`config.mk`:
```
export PLATFORM = sky130hd
export DESIGN_NAME = input_debouncer
export DESIGN_NICKNAME = d
export VERILOG_FILES = /design/src/rtl/input_debouncer_pkg.sv /design/src/rtl/debounce_channel.sv /design/src/rtl/input_debouncer.sv
export SDC_FILE = /design/constraint.sdc
export NUM_CORES = 1
export LEC_CHECK = 0
export BUFFER_PORTS_ARGS = -buffer_cell sky130_fd_sc_hd__buf_2
export CAP_MARGIN = 20
export CORE_UTILIZATION = 25
export DETAILED_ROUTE_END_ITERATION = 16
export PLACE_DENSITY_LB_ADDON = 0.3
export SLEW_MARGIN = 20
export SYNTH_ARGS = -nofsm -noshare
export SYNTH_HDL_FRONTEND = slang
export SYNTH_SLANG_ARGS = --single-unit
```
`constraint.sdc`:
```
create_clock -name clk -period 2.1 [get_ports clk]
set_clock_uncertainty 0.1 [all_clocks]
set_input_delay 0 -clock clk [delete_from_list [all_inputs] [get_ports clk]]
set_output_delay 0 -clock clk [all_outputs]
set_load 0.01 [all_outputs]
```
`src/rtl/input_debouncer_pkg.sv`:
```
// rtl/input_debouncer_pkg.sv - shared constants for the pushbutton/switch debouncer
package input_debouncer_pkg;

  localparam int unsigned DEBOUNCE_CYCLES_DEFAULT = 50000;
  localparam int unsigned NUM_CHANNELS            = 4;

  localparam int unsigned CH_SET    = 0;
  localparam int unsigned CH_UNLOCK = 1;
  localparam int unsigned CH_SEL0   = 2;

  // Counter only has to reach cycles-1, so clog2(cycles) bits always suffice.
  function automatic int unsigned cnt_width(input int unsigned cycles);
    return (cycles > 1) ? $clog2(cycles) : 1;
  endfunction

endpackage

```
`src/rtl/debounce_channel.sv`:
```
// rtl/debounce_channel.sv - one debounce lane: 2-flop sync, run counter, stable level, rise strobe
module debounce_channel
  import input_debouncer_pkg::*;
#(
  parameter int unsigned DEBOUNCE_CYCLES = DEBOUNCE_CYCLES_DEFAULT
) (
  input  logic clk,
  input  logic rst_n,
  input  logic raw_i,
  output logic level_o,
  output logic rise_o
);

  localparam int unsigned      CNT_W   = cnt_width(DEBOUNCE_CYCLES);
  localparam logic [CNT_W-1:0] CNT_MAX = CNT_W'(DEBOUNCE_CYCLES - 1);

  logic             sync1_q;
  logic             sync2_q;
  logic             stable_q;
  logic             stable_d;
  logic             rise_q;
  logic             rise_d;
  logic [CNT_W-1:0] cnt_q;
  logic [CNT_W-1:0] cnt_d;

  // Any agreement with the stable value restarts the run; the counter never wraps.
  always_comb begin
    cnt_d    = '0;
    stable_d = stable_q;
    rise_d   = 1'b0;
    if (sync2_q != stable_q) begin
      if (cnt_q == CNT_MAX) begin
        stable_d = sync2_q;
        rise_d   = sync2_q;
      end else begin
        cnt_d = cnt_q + CNT_W'(1);
      end
    end
  end

  always_ff @(posedge clk or negedge rst_n) begin
    if (!rst_n) begin
      sync1_q  <= 1'b0;
      sync2_q  <= 1'b0;
      stable_q <= 1'b0;
      rise_q   <= 1'b0;
      cnt_q    <= '0;
    end else begin
      sync1_q  <= raw_i;
      sync2_q  <= sync1_q;
      stable_q <= stable_d;
      rise_q   <= rise_d;
      cnt_q    <= cnt_d;
    end
  end

  assign level_o = stable_q;
  assign rise_o  = rise_q;

endmodule

```
`src/rtl/input_debouncer.sv`:
```
// rtl/input_debouncer.sv - four independent debounced inputs: set, unlock and two select switches
module input_debouncer
  import input_debouncer_pkg::*;
#(
  parameter int unsigned DEBOUNCE_CYCLES = DEBOUNCE_CYCLES_DEFAULT
) (
  input  logic       clk,
  input  logic       rst_n,
  input  logic       set_btn,
  input  logic       unlock_btn,
  input  logic [1:0] sel_sw,
  output logic       set_pulse,
  output logic       unlock_pulse,
  output logic       set_level,
  output logic       unlock_level,
  output logic [1:0] sel_clean
);

  logic [NUM_CHANNELS-1:0] raw;
  logic [NUM_CHANNELS-1:0] level;
  logic [NUM_CHANNELS-1:0] rise;
  logic                    sel_rise_unused;

  assign raw = {sel_sw, unlock_btn, set_btn};

  for (genvar g = 0; g < NUM_CHANNELS; g++) begin : g_ch
    debounce_channel #(
      .DEBOUNCE_CYCLES(DEBOUNCE_CYCLES)
    ) u_ch (
      .clk    (clk),
      .rst_n  (rst_n),
      .raw_i  (raw[g]),
      .level_o(level[g]),
      .rise_o (rise[g])
    );
  end

  // Slide switches are levels only; their press strobes have no consumer.
  assign sel_rise_unused = ^rise[CH_SEL0+1:CH_SEL0];

  assign set_pulse    = rise[CH_SET];
  assign unlock_pulse = rise[CH_UNLOCK];
  assign set_level    = level[CH_SET];
  assign unlock_level = level[CH_UNLOCK];
  assign sel_clean    = level[CH_SEL0+1:CH_SEL0];

endmodule

```
==> summary.md <==
| Metric | Value |
|---|---|
| Outcome | complete, no violations |
| FF+latch area | 1950 sq um |
| Sink Count | 78 |
| Wire length of the first global-routing pass | 12000 um |
| Worst setup SP type | flip-flop |
| Netlist Area Pre-Place | 3620 sq um |
| Syn nets | 359 |
| Leak pwr | 1.70 nW |
| Total power | 3.13 mW |
| Post-CTS sizing | 0 |
| Largest net degree at the start of global routing | 43 |
| Fmax | 515 MHz |
| Aggregate global routing overflow | 0 |
| Mapped Cells | 349 |
| Clock transition at path regs | 0.07 ns |
| Gr usage total | 10.1% |
| Iteration-0 DRC Markers | 94 |
| Yosys warns | 0 |
| Critical Path Sink Type | flip-flop |
| Clock buffer depth | 2 |
| Chain of cells forming the critical path | nor4b_2, nand3_2, or4_4, mux2_4 |
| Sequential fraction of the synthesis area | 54.0% |
| Vias in the first global route | 2540 |
| Antenna viol nets, final | 0 |
| Number of port buffers | 11 |
| Hold WS | 0.0919 ns |
| Final core utilization | 30.5% |
| Gpl congestion | 0.832 |
| Drt pass-1 iters | 4 |
| CP bufs+invs | 0 |
| Ant diodes | 0 |
| Worst path arrival time | 2.05 ns |
| Die footprint | 14900 sq um |
| CP Max Fanout | 4 |
| WL final | 6710 um |
| Worst-margin pin slew | 0.490 ns |
| PD cells | 733 nW/um^2 |
| Final setup fails | 0 |
| Post-synth cell types | 32 |
| Core area | 14000 sq um |
| Post-DP HPWL | 4500 um |
| Avg Inst Size Synth | 10.4 sq um |
| Register bit total from synthesis | 78 |
| Kind of critical path | flip-flop to flip-flop |
| Num rows | 43 |
| Wire per inst | 12.0 um |
| Final TNS setup | 0 ns |
| Final-stage net count | 386 |
| Skew-Pair Late Insertion Delay | 0.33 ns |
| CP delay by family, top | simple AND/OR/NAND/NOR gates |
| Max cap viols | 0 |
| I/O pin count | 12 |
| Slowest CP cell | or4_4 |
| Max stage delay on crit path | 0.55 ns |
| Multi-input gate area | 1570 sq um |
| Die Y | 122 um |
| Die width | 122 um |
| Post-route insts no fill | 561 |
| Unrepaired setup endpoints after global routing | false |
| Peak supply drop | 0.000419 V |
| CTS tree | built |
| Initial Util | 25.8% |
| Post-placement cell count | 540 |
| Layout cells sized above 1 | 12.3% |
| Syn-to-layout area delta | 18.1% |
| Root Buffer | clkbuf_16 |
| Hold Violations, Final | 0 |
| Clock buffer count from CTS | 9 |
| Initial antenna violation count | 0 |
| Slew headroom | 67.3% |
| # DRC | 0 |
| Final worst path period share | 92.5% |
| Fin. max-slew vios | 0 |
| Min-Delay Path Class | primary input to asynchronous set/reset pin |
| # H-tree levels | 3 |
| Vias/cell | 4.54 |
| Critical Path RT | 2.21 ns |
| Fillers | 1422 |
| Tmin final | 1.94 ns |
| Via count | 2545 |
## cell type report
cell class | count | share of cell area (%)
repair buffers | 25 | 4.40
clock buffers | 10 | 5.60
clock inverters | 6 | 1.08
multi-input cells | 250 | 36.9
well taps | 180 | 5.28
inverters | 12 | 1.06
flip-flops and latches | 78 | 45.7
## worst reg2reg max path, cell delays in order (launching register included)
cell and delay (ns):
dfrtp_1 0.42, nor4b_2 0.31, nand3_2 0.14, or4_4 0.55, mux2_4 0.30
## state kept, by name (all words and copies together), names as in the netlist
register           count
g_ch.u_ch.rise_o       2
g_ch.u_ch.sync2_q      4
g_ch.u_ch.sync1_q      4
g_ch.u_ch.level_o      4
g_ch.u_ch.cnt_q       64
## what timing repair did
| action | CTS | global route |
|---|---|---|
| buffers inserted | 0 | 0 |
| hold endpoints to repair | 82 | 0 |
| hold buffers | 5 | 0 |
## layout by cell type (no fill, tap or decap), types with 4 or more instances in the layout
master,netlist,layout
xor2_1,13,13
and3_1,4,4
clkbuf_16,0,9
nor4_1,19,19
xnor2_1,47,47
nand3_1,25,25
dfrtp_1,78,78
ha_1,4,4
nand4_1,16,16
nor3_1,12,12
dlygate4sd3_1,0,5
buf_4,2,9
nand2_1,13,13
inv_1,12,12
nor2_1,75,75
buf_2,3,10
## where the power goes
group	switching, mW	internal [mW]
Combinational	0.0661	0.0446
Sequential	0.0238	1.53
Clock	0.626	0.839
Total	0.716	2.41
## cell families (layout without fill, tap and decap cells)
group | count (synthesis) | in the layout | share of synthesized area, %
AO/OA/AOI/OAI | 3 | 3 | 1.35
XOR/XNOR | 60 | 60 | 14.5
adder cells (fa/ha/maj) | 4 | 4 | 1.38
buffers and inverters | 21 | 53 | 2.49
flip-flops | 78 | 78 | 54.0
multiplexers | 4 | 4 | 1.35
AND/OR/NAND/NOR | 179 | 179 | 24.9
## routing by layer
metal | track usage (%) | routed length (um)
met1 | 13.3 | 3300
met2 | 15.2 | 3100
met3 | 3.39 | 217
met4 | 4.12 | 88
met5 | 0 | 0
## Yosys cell counts
master / number / share of area, %
and3_2: 1 / 0.21
o41ai_2: 1 / 0.45
and2_1: 1 / 0.17
mux2_1: 1 / 0.31
nand4b_1: 1 / 0.24
nand3_2: 1 / 0.28
dfrtp_1: 78 / 54
nor4_1: 19 / 3.3
nor3b_1: 2 / 0.42
nor4bb_1: 2 / 0.55
or3_4: 1 / 0.31
nor4b_2: 1 / 0.42
nor4b_1: 2 / 0.48
mux2_4: 1 / 0.42
nor3_1: 12 / 1.7
and3_1: 4 / 0.69
mux2_2: 2 / 0.62
xor2_1: 13 / 3.1
nand2_1: 13 / 1.3
or4_4: 2 / 0.62
xnor2_1: 47 / 11
nand3_1: 25 / 3.5
ha_1: 4 / 1.4
buf_4: 2 / 0.42
nor2_1: 75 / 7.8
o41ai_4: 1 / 0.76
nand3b_1: 1 / 0.21
inv_1: 12 / 1.2
clkbuf_1: 4 / 0.42
nand4_1: 16 / 2.8
o21ai_1: 1 / 0.14
buf_2: 3 / 0.42
## path summary, 6_finish.rpt
path / startpoint / to / slack (ns) / depth (start not counted)
min reg2reg: g_ch[2].u_ch.sync1_q / g_ch[2].u_ch.sync2_q / 0.25 / 0
min in group clk: sel_sw[1] / g_ch[3].u_ch.sync1_q / 0.21 / 2
max reg2reg: g_ch[0].u_ch.cnt_q[12] / g_ch[0].u_ch.level_o / 0.16 / 4
max: g_ch[0].u_ch.cnt_q[12] / g_ch[0].u_ch.level_o / 0.16 / 4
max in group asynchronous: rst_n / g_ch[1].u_ch.cnt_q[1] / 1.21 / 3
min: rst_n / g_ch[3].u_ch.cnt_q[13] / 0.09 / 2
## stage by stage
stage	instance area [sq um]	setup WS (ns)
after floorplan	3620	0.222
after global routing	4270	0.0900
after CTS	4270	0.153
after detailed placement	3930	0.168
after global placement	3930	0.174
final	4270	0.157
No activity file was read; power rests on OpenSTA's default activity.
